### src/rtl/prog_loader.sv
// rtl/prog_loader.sv - UART 8N1 framed image loader into 2K x 16 instruction RAM
// Holds the CPU in reset while a frame loads and releases it only on a good checksum.
module prog_loader #(
   parameter int CLKS_PER_BIT = 234,
   parameter int TIMEOUT_CLKS = 2700000,
   parameter int ADDR_W       = 11,
   parameter int DATA_W       = 16
) (
   input  logic              clk,
   input  logic              rst,
   input  logic              uart_rx,
   output logic              mem_we,
   output logic [ADDR_W-1:0] mem_adr,
   output logic [DATA_W-1:0] mem_din,
   output logic              cpu_rst_n,
   output logic              busy,
   output logic              done,
   output logic              err
);
   localparam int CW = $clog2(CLKS_PER_BIT);
   localparam int TW = $clog2(TIMEOUT_CLKS);
   localparam int RW = ADDR_W + 1;
   localparam logic [CW-1:0] HALF_M1 = CW'(CLKS_PER_BIT / 2 - 1);
   localparam logic [CW-1:0] FULL_M1 = CW'(CLKS_PER_BIT - 1);
   localparam logic [TW-1:0] TOUT_M1 = TW'(TIMEOUT_CLKS - 1);

   typedef enum logic [1:0] {RX_IDLE, RX_START, RX_DATA, RX_STOP} rx_state_t;
   typedef enum logic [2:0] {F_IDLE, F_LEN_LO, F_LEN_HI, F_DATA_LO, F_DATA_HI, F_CSUM} f_state_t;

   logic            rx_s1, rx_s2, rx_prev;
   rx_state_t       rx_state_q, rx_state_d;
   logic [CW-1:0]   clk_cnt_q, clk_cnt_d;
   logic [2:0]      bit_idx_q, bit_idx_d;
   logic [7:0]      shreg_q, shreg_d;
   logic            byte_valid_q, byte_valid_d;
   logic            frame_err_q, frame_err_d;

   f_state_t          fstate_q, fstate_d;
   logic [7:0]        len_lo_q, len_lo_d;
   logic [7:0]        lo_q, lo_d;
   logic [7:0]        sum_q, sum_d;
   logic [RW-1:0]     remain_q, remain_d;
   logic [TW-1:0]     tout_q, tout_d;
   logic              mem_we_q, mem_we_d;
   logic [ADDR_W-1:0] mem_adr_q, mem_adr_d;
   logic [DATA_W-1:0] mem_din_q, mem_din_d;
   logic              cpu_rst_n_q, cpu_rst_n_d;
   logic              busy_q, busy_d, done_q, done_d, err_q, err_d;
   logic              fail;
   logic [15:0]       len_w;

   assign len_w = {shreg_q, len_lo_q};

   always_ff @(posedge clk) begin
      if (rst) begin
         rx_s1        <= 1'b1;
         rx_s2        <= 1'b1;
         rx_prev      <= 1'b1;
         rx_state_q   <= RX_IDLE;
         clk_cnt_q    <= '0;
         bit_idx_q    <= '0;
         shreg_q      <= '0;
         byte_valid_q <= 1'b0;
         frame_err_q  <= 1'b0;
      end else begin
         rx_s1        <= uart_rx;
         rx_s2        <= rx_s1;
         rx_prev      <= rx_s2;
         rx_state_q   <= rx_state_d;
         clk_cnt_q    <= clk_cnt_d;
         bit_idx_q    <= bit_idx_d;
         shreg_q      <= shreg_d;
         byte_valid_q <= byte_valid_d;
         frame_err_q  <= frame_err_d;
      end
   end

   always_comb begin
      rx_state_d   = rx_state_q;
      clk_cnt_d    = clk_cnt_q + 1'b1;
      bit_idx_d    = bit_idx_q;
      shreg_d      = shreg_q;
      byte_valid_d = 1'b0;
      frame_err_d  = 1'b0;
      case (rx_state_q)
         RX_IDLE: begin
            clk_cnt_d = '0;
            if (rx_prev && !rx_s2) rx_state_d = RX_START;
         end
         RX_START: if (clk_cnt_q == HALF_M1) begin
            clk_cnt_d  = '0;
            bit_idx_d  = '0;
            rx_state_d = rx_s2 ? RX_IDLE : RX_DATA;
         end
         RX_DATA: if (clk_cnt_q == FULL_M1) begin
            clk_cnt_d = '0;
            shreg_d   = {rx_s2, shreg_q[7:1]};
            bit_idx_d = bit_idx_q + 1'b1;
            if (bit_idx_q == 3'd7) rx_state_d = RX_STOP;
         end
         RX_STOP: if (clk_cnt_q == FULL_M1) begin
            clk_cnt_d    = '0;
            byte_valid_d = rx_s2;
            frame_err_d  = !rx_s2;
            rx_state_d   = RX_IDLE;
         end
         default: rx_state_d = RX_IDLE;
      endcase
   end

   always_ff @(posedge clk) begin
      if (rst) begin
         fstate_q    <= F_IDLE;
         len_lo_q    <= '0;
         lo_q        <= '0;
         sum_q       <= '0;
         remain_q    <= '0;
         tout_q      <= '0;
         mem_we_q    <= 1'b0;
         mem_adr_q   <= '0;
         mem_din_q   <= '0;
         cpu_rst_n_q <= 1'b1;
         busy_q      <= 1'b0;
         done_q      <= 1'b0;
         err_q       <= 1'b0;
      end else begin
         fstate_q    <= fstate_d;
         len_lo_q    <= len_lo_d;
         lo_q        <= lo_d;
         sum_q       <= sum_d;
         remain_q    <= remain_d;
         tout_q      <= tout_d;
         mem_we_q    <= mem_we_d;
         mem_adr_q   <= mem_adr_d;
         mem_din_q   <= mem_din_d;
         cpu_rst_n_q <= cpu_rst_n_d;
         busy_q      <= busy_d;
         done_q      <= done_d;
         err_q       <= err_d;
      end
   end

   always_comb begin
      fstate_d    = fstate_q;
      len_lo_d    = len_lo_q;
      lo_d        = lo_q;
      sum_d       = sum_q;
      remain_d    = remain_q;
      mem_we_d    = 1'b0;
      mem_adr_d   = mem_we_q ? mem_adr_q + 1'b1 : mem_adr_q;
      mem_din_d   = mem_din_q;
      cpu_rst_n_d = cpu_rst_n_q;
      busy_d      = busy_q;
      done_d      = done_q;
      err_d       = err_q;
      fail        = 1'b0;
      tout_d      = (byte_valid_q || fstate_q == F_IDLE) ? '0 : tout_q + 1'b1;

      if (byte_valid_q) begin
         case (fstate_q)
            F_IDLE: if (shreg_q == 8'hA5) begin
               cpu_rst_n_d = 1'b0;
               busy_d      = 1'b1;
               done_d      = 1'b0;
               err_d       = 1'b0;
               mem_adr_d   = '0;
               sum_d       = '0;
               fstate_d    = F_LEN_LO;
            end
            F_LEN_LO: begin
               len_lo_d = shreg_q;
               sum_d    = sum_q + shreg_q;
               fstate_d = F_LEN_HI;
            end
            F_LEN_HI: begin
               sum_d = sum_q + shreg_q;
               if ({16'd0, len_w} > (32'd1 << ADDR_W)) fail = 1'b1;
               else if (len_w == 16'd0)                fstate_d = F_CSUM;
               else begin
                  remain_d = RW'(len_w);
                  fstate_d = F_DATA_LO;
               end
            end
            F_DATA_LO: begin
               lo_d     = shreg_q;
               sum_d    = sum_q + shreg_q;
               fstate_d = F_DATA_HI;
            end
            F_DATA_HI: begin
               sum_d     = sum_q + shreg_q;
               mem_din_d = DATA_W'({shreg_q, lo_q});
               mem_we_d  = 1'b1;
               remain_d  = remain_q - 1'b1;
               fstate_d  = (remain_q == RW'(1)) ? F_CSUM : F_DATA_LO;
            end
            F_CSUM: if (shreg_q == sum_q) begin
               done_d      = 1'b1;
               busy_d      = 1'b0;
               cpu_rst_n_d = 1'b1;
               fstate_d    = F_IDLE;
            end else fail = 1'b1;
            default: fstate_d = F_IDLE;
         endcase
      end else if (fstate_q != F_IDLE && (frame_err_q || tout_q == TOUT_M1)) begin
         fail = 1'b1;
      end

      // cpu_rst_n is deliberately left low: a failed image must not run
      if (fail) begin
         err_d    = 1'b1;
         busy_d   = 1'b0;
         done_d   = 1'b0;
         fstate_d = F_IDLE;
      end
   end

   assign mem_we    = mem_we_q;
   assign mem_adr   = mem_adr_q;
   assign mem_din   = mem_din_q;
   assign cpu_rst_n = cpu_rst_n_q;
   assign busy      = busy_q;
   assign done      = done_q;
   assign err       = err_q;
endmodule
### config.mk
export PLATFORM = sky130hd
export DESIGN_NAME = prog_loader
export DESIGN_NICKNAME = d
export VERILOG_FILES = /design/src/rtl/prog_loader.sv
export SDC_FILE = /design/constraint.sdc
export NUM_CORES = 1
export LEC_CHECK = 0
export CELL_PAD_IN_SITES_DETAIL_PLACEMENT = 0
export CELL_PAD_IN_SITES_GLOBAL_PLACEMENT = 1
export CORE_MARGIN = 5
export CORE_UTILIZATION = 45
export CTS_CLUSTER_DIAMETER = 80
export DETAILED_ROUTE_END_ITERATION = 8
export HOLD_SLACK_MARGIN = 0.08
export PLACE_DENSITY_LB_ADDON = 0.15
export SYNTH_ARGS = -nofsm -noshare
export SYNTH_HDL_FRONTEND = slang
export SYNTH_SLANG_ARGS = --single-unit
export TNS_END_PERCENT = 1
### constraint.sdc
create_clock -name clk -period 3.5 [get_ports clk]
set_input_delay 0.35 -clock clk [delete_from_list [all_inputs] [get_ports clk]]
set_output_delay 0.35 -clock clk [all_outputs]
set_load 0.02 [all_outputs]
==> results of run 1 <==
-- power by group through the flow --
stage | registers [W] | clock network (W) | logic [W]
after floorplan | 0.00139 | 0 | 0.0000200
after global placement | 0.00139 | 0 | 0.0000280
after detailed placement | 0.00139 | 0 | 0.0000280
after CTS | 0.00136 | 0.00176 | 0.0000281
after global routing | 0.00136 | 0.00183 | 0.0000307
final | 0.00136 | 0.00171 | 0.0000280
-- cell families (layout without fill, tap and decap cells) --
| kind of cell | after synthesis | count (layout) | share of synthesized area |
|---|---|---|---|
| buffers and inverters | 54 | 90 | 0.03903 |
| multiplexers | 12 | 12 | 0.02176 |
| flip-flops | 119 | 119 | 0.4271 |
| XOR/XNOR | 37 | 37 | 0.05810 |
| AND/OR/NAND/NOR | 299 | 299 | 0.2607 |
| adder cells (fa/ha/maj) | 17 | 17 | 0.03948 |
| AO/OA/AOI/OAI | 132 | 132 | 0.1539 |
-- worst max-delay path: stages, from the launching register on --
cell and delay (ns):
sky130_fd_sc_hd__dfxtp_1 0.40, sky130_fd_sc_hd__or4_4 0.61, sky130_fd_sc_hd__or3_1 0.32, sky130_fd_sc_hd__o22ai_1 0.78, sky130_fd_sc_hd__a2111oi_1 0.13, sky130_fd_sc_hd__o21a_1 0.22
-- sequential cells by signal, summed over array words and instances (netlist names), named ones only --
name / flops
tout_q: 22
mem_din: 16
remain_q: 12
mem_adr: 11
clk_cnt_q: 8
len_lo_q: 8
lo_q: 8
shreg_q: 8
sum_q: 8
bit_idx_q: 3
fstate_q: 3
busy: 1
byte_valid_q: 1
cpu_rst_n: 1
done: 1
err: 1
frame_err_q: 1
mem_we: 1
rx_prev: 1
rx_s1: 1
rx_s2: 1
rx_state_q: 1
-- placed cells by master, fill, tap and decap left out, types with 11 or more instances in the layout --
| cell type | instances |
|---|---|
| sky130_fd_sc_hd__nand2_1 | 103 |
| sky130_fd_sc_hd__nor2_1 | 72 |
| sky130_fd_sc_hd__clkdlybuf4s50_1 | 33 |
| sky130_fd_sc_hd__xor2_1 | 22 |
| sky130_fd_sc_hd__inv_1 | 18 |
| sky130_fd_sc_hd__nand4_1 | 14 |
| sky130_fd_sc_hd__ha_1 | 16 |
| sky130_fd_sc_hd__xnor2_1 | 15 |
| sky130_fd_sc_hd__dfxtp_1 | 119 |
| sky130_fd_sc_hd__a21oi_1 | 58 |
| sky130_fd_sc_hd__clkbuf_16 | 17 |
| sky130_fd_sc_hd__nand3_1 | 26 |
| sky130_fd_sc_hd__mux2i_1 | 11 |
| sky130_fd_sc_hd__nor3_1 | 13 |
-- through the flow --
stage | worst slack [ns] | hold WS, ns | total power, W | cells
floorplan | 1.434 | 0.3895 | 0.001407 | 670
global placement | 1.066 | 0.4028 | 0.001416 | 842
detailed placement | 1.003 | 0.4013 | 0.001416 | 842
CTS | 0.9853 | 0.4246 | 0.003147 | 874
global route | 0.8199 | 0.4458 | 0.003215 | 874
finish | 0.9218 | 0.4192 | 0.003102 | 874
-- metal layers --
metal | part of all wire | GRT usage
met5 | 0 | 0
met4 | 0.017 | 0.07213
met3 | 0.040 | 0.05128
met2 | 0.46 | 0.3002
met1 | 0.48 | 0.2376
-- final timing paths --
path,from,end,slack [ns],cells after the start
setup / recovery,shreg_q[4]$_SDFFE_PP0P_,remain_q[1]$_SDFFE_PP0P_,0.92,5
hold / removal,rx_s1$_SDFF_PP1_,rx_s2$_SDFF_PP1_,0.42,1
setup reg to reg,shreg_q[4]$_SDFFE_PP0P_,remain_q[1]$_SDFFE_PP0P_,0.92,5
hold reg to reg,rx_s1$_SDFF_PP1_,rx_s2$_SDFF_PP1_,0.42,1
-- layout make-up --
cell class              instances  area [µm²]  share of cell area
well taps                     168       210.2             0.03182
clock inverters                 8       95.09             0.01439
inverters                      19       71.32             0.01080
clock buffers                  24       491.7             0.07443
repair buffers                 39       372.9             0.05644
multi-input cells             497        2983              0.4515
flip-flops and latches        119        2382              0.3606
==> summary.json, run 1 <==
{
  "run_status": "completed",
  "layout_cell_area_excl_fill_um2": 6606,
  "starting_utilization_of_the_core_area": 0.4624,
  "timing_hold_violations_final": 0,
  "gp_congestion": 0.8590,
  "setup_viol": 0,
  "timing.hold.worst.class": "reg2reg",
  "synth_largest_area_cell": "sky130_fd_sc_hd__dfxtp_1",
  "worst-setup-path-type": "reg2reg",
  "power.switching_w": 0.0006209,
  "combPwrFrac": 0.009,
  "post_drt_via_cell_ratio": 5.463,
  "tritoncts_clock_tree": "built",
  "final_antenna_net_count": 0,
  "power_density_nw_per_um2": 469.5,
  "post_cts.repair.setup_buffers": 0,
  "cp.required_ns": 3.81,
  "synth_cell_types": 69,
  "core_um2": 12060,
  "ctsResizeCount": 0,
  "max_freq_mhz": 387.9,
  "mapped_nets": 690,
  "pin_count_of_the_biggest_net_entering_global_routing": 71,
  "detail_route.wl_per_cell_um": 15.22,
  "drt_first_iter_violations": 297,
  "insertion_delay_of_the_later_clocked_pin_in_the_worst_skew_pair_ns": 0.42,
  "cts_hold_bufs": 0,
  "period_share": 0.7366,
  "dr.pass1.iters": 4,
  "shortest_period_the_worst_path_allows_ns": 2.578,
  "clkPwrFrac": 0.552,
  "layout-area-overhead-vs-synth_pct": 18.44,
  "total_leakage_power_nw": 2.200,
  "timing.max_slew.rel_slack": 0.3136,
  "placement_rows": 40,
  "grt_setup_unrepaired": "false",
  "number_of_antenna_violations_at_the_first_check_in_global_routing": 0,
  "synth_seq_area_share": 0.4271,
  "cp_launch_type": "flip-flop",
  "dominantRegCellSynth": "sky130_fd_sc_hd__dfxtp_1",
  "detail_route.drc_violations": 0,
  "post-synth-top-count-cell": "sky130_fd_sc_hd__dfxtp_1",
  "tritoncts_num_sinks": 119,
  "utilization": 0.5477,
  "netlist_area_um2": 5578,
  "pwr-share-seq": 0.438,
  "finalNetCount": 713,
  "tritoncts.num_buffers": 17,
  "final_max_slew_viol_count": 0,
  "chipWidth_um": 121.3,
  "post_route_cells_drive_above_1_share": 0.06657,
  "place_hpwl_mm": 8.834,
  "synth.top_cells.by_area": "sky130_fd_sc_hd__dfxtp_1 (43%), sky130_fd_sc_hd__nand2_1 (6.9%), sky130_fd_sc_hd__a21oi_1 (5.2%)",
  "first_pass_grt_wire_length_mm": 22.11,
  "postSynthAreaPerCell_um2": 8.325,
  "floorplan.die_area_um2": 14720,
  "cp_data_arrival_time_ns": 2.88,
  "ys.warnings.count": 0,
  "async_reset_ff_frac": 0,
  "worstPathMaxFanout": 11,
  "critPathCaptureType": "flip-flop",
  "drt_wl_total_mm": 13.30,
  "die_h_um": 121.3,
  "groute.usage.overall": 0.1866,
  "synth_top_area_frac": 0.4271,
  "clock-root-buffer": "sky130_fd_sc_hd__clkbuf_16",
  "grt_overflow_total": 0,
  "clock_slew_seen_by_the_registers_of_the_worst_setup_and_hold_paths_ns": 0.06,
  "post_synth_inst_count": 670,
  "swShare": 0.2002,
  "worst_margin_slew_ns": 1.030,
  "postSynthRegisterBits": 119,
  "peakVddDrop_v": 0.0003136,
  "placed_cell_area_um2": 6020,
  "synth.top_cells.by_count": "sky130_fd_sc_hd__dfxtp_1 (119), sky130_fd_sc_hd__nand2_1 (103), sky130_fd_sc_hd__nor2_1 (72)",
  "setup-tns-final_ns": 0,
  "cap_viol_max_count": 0,
  "cts-htree-levels": 4,
  "num_vias": 4775,
  "synth_enable_flop_cells": 0,
  "cts-root-to-sink-buffers": 2,
  "io_pins": 35,
  "buffer_ports.inserted": 34,
  "p_int_w": 0.002481,
  "antenna_cells_inserted": 0,
  "finalClockSkew_ns": 0.006697,
  "fill_cells": 1119,
  "first_global_vias": 4597
}
Power figures use the tool's default switching activity.
==> run 2: changes to the inputs <==
Settings changed: CORE_UTILIZATION 45 to 40.
Clock period 3.5 ns to 2.2 ns, I/O delays scaled along.
==> run 2 against run 1 <==
First-iteration DRC count decreased by 10%. Clock power increased by 74%. Critical endpoint unchanged. Utilization decreased by 4.8 points. Worst setup slack got worse by 0.87 ns. Clock skew decreased by 0.0024 ns. Die area increased by 11%. Largest cell class unchanged. Via count increased by 0.80%.
==> summary.json, run 2 (synthesized netlist as in run 1, its figures left out) <==
{
  "tritoncts.num_buffers": 17,
  "setup_viol": 0,
  "worst_r2r_endpoint": "remain_q[1]$_SDFFE_PP0P_",
  "final_critical_path_setup_slack_ns": 0.05470,
  "die_h_um": 128.1,
  "setup-tns-final_ns": 0,
  "insertion_delay_of_the_later_clocked_pin_in_the_worst_skew_pair_ns": 0.41,
  "drt_wl_total_mm": 13.39,
  "period_share": 0.9751,
  "shortest_period_the_worst_path_allows_ns": 2.145,
  "placed_cell_area_um2": 6222,
  "worst_margin_slew_ns": 0.6561,
  "timing.max_slew.rel_slack": 0.5625,
  "detail_route.drc_violations": 0,
  "first_global_vias": 4607,
  "grt_setup_unrepaired": "true",
  "starting_utilization_of_the_core_area": 0.4050,
  "worstRegToRegCells": 5,
  "place_ws_ns": 0.01605,
  "run_status": "completed",
  "num_vias": 4813,
  "cp-endpoint": "remain_q[1]$_SDFFE_PP0P_",
  "chipWidth_um": 128.1,
  "detail_route.wl_per_cell_um": 14.70,
  "timing.hold.worst.class": "in2reg",
  "max_freq_mhz": 466.1,
  "final_antenna_net_count": 0,
  "placement_rows": 43,
  "cts-htree-levels": 4,
  "tritoncts_clock_tree": "built",
  "power_density_nw_per_um2": 752.7,
  "first_pass_grt_wire_length_mm": 22.51,
  "layout_cell_area_excl_fill_um2": 6889,
  "layout-area-overhead-vs-synth_pct": 23.51,
  "place_hpwl_mm": 9.157,
  "groute.usage.overall": 0.1695,
  "total_power_consumption_of_the_routed_design_w": 0.005185,
  "gp_congestion": 0.8561,
  "worstPathMaxFanout": 15,
  "r2r_start": "shreg_q[4]$_SDFFE_PP0P_",
  "dr.pass1.iters": 4,
  "drt_first_iter_violations": 266,
  "io_pins": 35,
  "timing.reg2reg.setup_slack_ns": 0.05,
  "floorplan.die_area_um2": 16410,
  "timing_hold_violations_final": 0,
  "buffer_ports.inserted": 34,
  "post_drt_via_cell_ratio": 5.283,
  "grt_overflow_total": 0,
  "pin_count_of_the_biggest_net_entering_global_routing": 37,
  "largest-register": "tout_q",
  "layout.cells.most_common_list": "sky130_fd_sc_hd__dfxtp_1 (119), sky130_fd_sc_hd__nand2_1 (103), sky130_fd_sc_hd__nor2_1 (72)",
  "crit_start": "shreg_q[4]$_SDFFE_PP0P_",
  "finalNetCount": 738,
  "total_leakage_power_nw": 2.358,
  "cts_hold_bufs": 0,
  "clock-root-buffer": "sky130_fd_sc_hd__clkbuf_16",
  "cap_viol_max_count": 0,
  "critPathCaptureType": "flip-flop",
  "cp_data_arrival_time_ns": 2.50,
  "finalClockSkew_ns": 0.004307,
  "post_route_cells_drive_above_1_share": 0.1067,
  "layout_commonest_cell": "sky130_fd_sc_hd__dfxtp_1",
  "tritoncts_num_sinks": 119,
  "core_um2": 13770,
  "number_of_antenna_violations_at_the_first_check_in_global_routing": 0,
  "post_cts.repair.setup_buffers": 0,
  "worst-setup-path-type": "reg2reg",
  "antenna_cells_inserted": 0,
  "cp.required_ns": 2.55,
  "peakVddDrop_v": 0.0004351,
  "clock_slew_seen_by_the_registers_of_the_worst_setup_and_hold_paths_ns": 0.06,
  "cp_launch_type": "flip-flop",
  "final_max_slew_viol_count": 0,
  "cts-root-to-sink-buffers": 2,
  "max_ffs_per_register": 22
}
[run 2: metal layers]
metal	vias to the layer above	part of all wire	global-route usage	wire, µm
li1	2460	-	-	-
met1	2255	0.50	0.2252	6664
met2	84	0.45	0.2606	6052
met3	14	0.035	0.04125	466
met4	0	0.015	0.07615	205
met5	-	0	0	0
[run 2: worst min-delay path by stage]
| stage | slack [ns] | depth (start not counted) | from | end |
|---|---|---|---|---|
| floorplan | 0.32 | 1 | uart_rx | rx_s1$_SDFF_PP1_ |
| global placement | 0.40 | 1 | rx_s1$_SDFF_PP1_ | rx_s2$_SDFF_PP1_ |
| detailed placement | 0.40 | 1 | rx_s1$_SDFF_PP1_ | rx_s2$_SDFF_PP1_ |
| CTS | 0.12 | 2 | rst | flip-flop |
| global route | 0.14 | 2 | rst | flip-flop |
| finish | 0.14 | 2 | rst | flip-flop |
[run 2: critical path, cell delays in order, from the launching register on]
cell	delay, ns
sky130_fd_sc_hd__dfxtp_1	0.36
sky130_fd_sc_hd__or4_4	0.59
sky130_fd_sc_hd__and4b_2	0.35
sky130_fd_sc_hd__o21ai_2	0.21
sky130_fd_sc_hd__a2111oi_2	0.42
sky130_fd_sc_hd__o21a_1	0.15
[run 2: layout make-up]
class | instances | area, µm²
Fill cell | 1344 | 6884
Sequential cell | 119 | 2382
Tap cell | 180 | 225.2
Multi-Input combinational cell | 497 | 3014
Inverter | 19 | 71.32
Clock inverter | 14 | 206.4
Clock buffer | 18 | 429.2
Timing Repair Buffer | 64 | 560.5
[run 2: power breakdown]
group / switching (W) / internal [W] / total [W]
sequential: 0.00000279 / 0.00216 / 0.00216
combinational: 0.0000352 / 0.0000113 / 0.0000465
clock: 0.000979 / 0.00200 / 0.00298
[run 2: through the flow]
stage | utilization | hold WS (ns) | cells
6_report | 0.5002 | 0.1372 | 911
5_1_grt | 0.5002 | 0.1373 | 911
4_1_cts | 0.4983 | 0.1209 | 911
3_5_place_dp | 0.4518 | 0.3963 | 879
3_3_place_gp | 0.4518 | 0.4024 | 879
2_1_floorplan | - | 0.3238 | 670
[run 2: what timing repair did]
action                     4_1_cts  5_1_grt
setup endpoints to repair        1       16
cloned                           0        0
resized for setup                1        5
pin swaps                        0        0
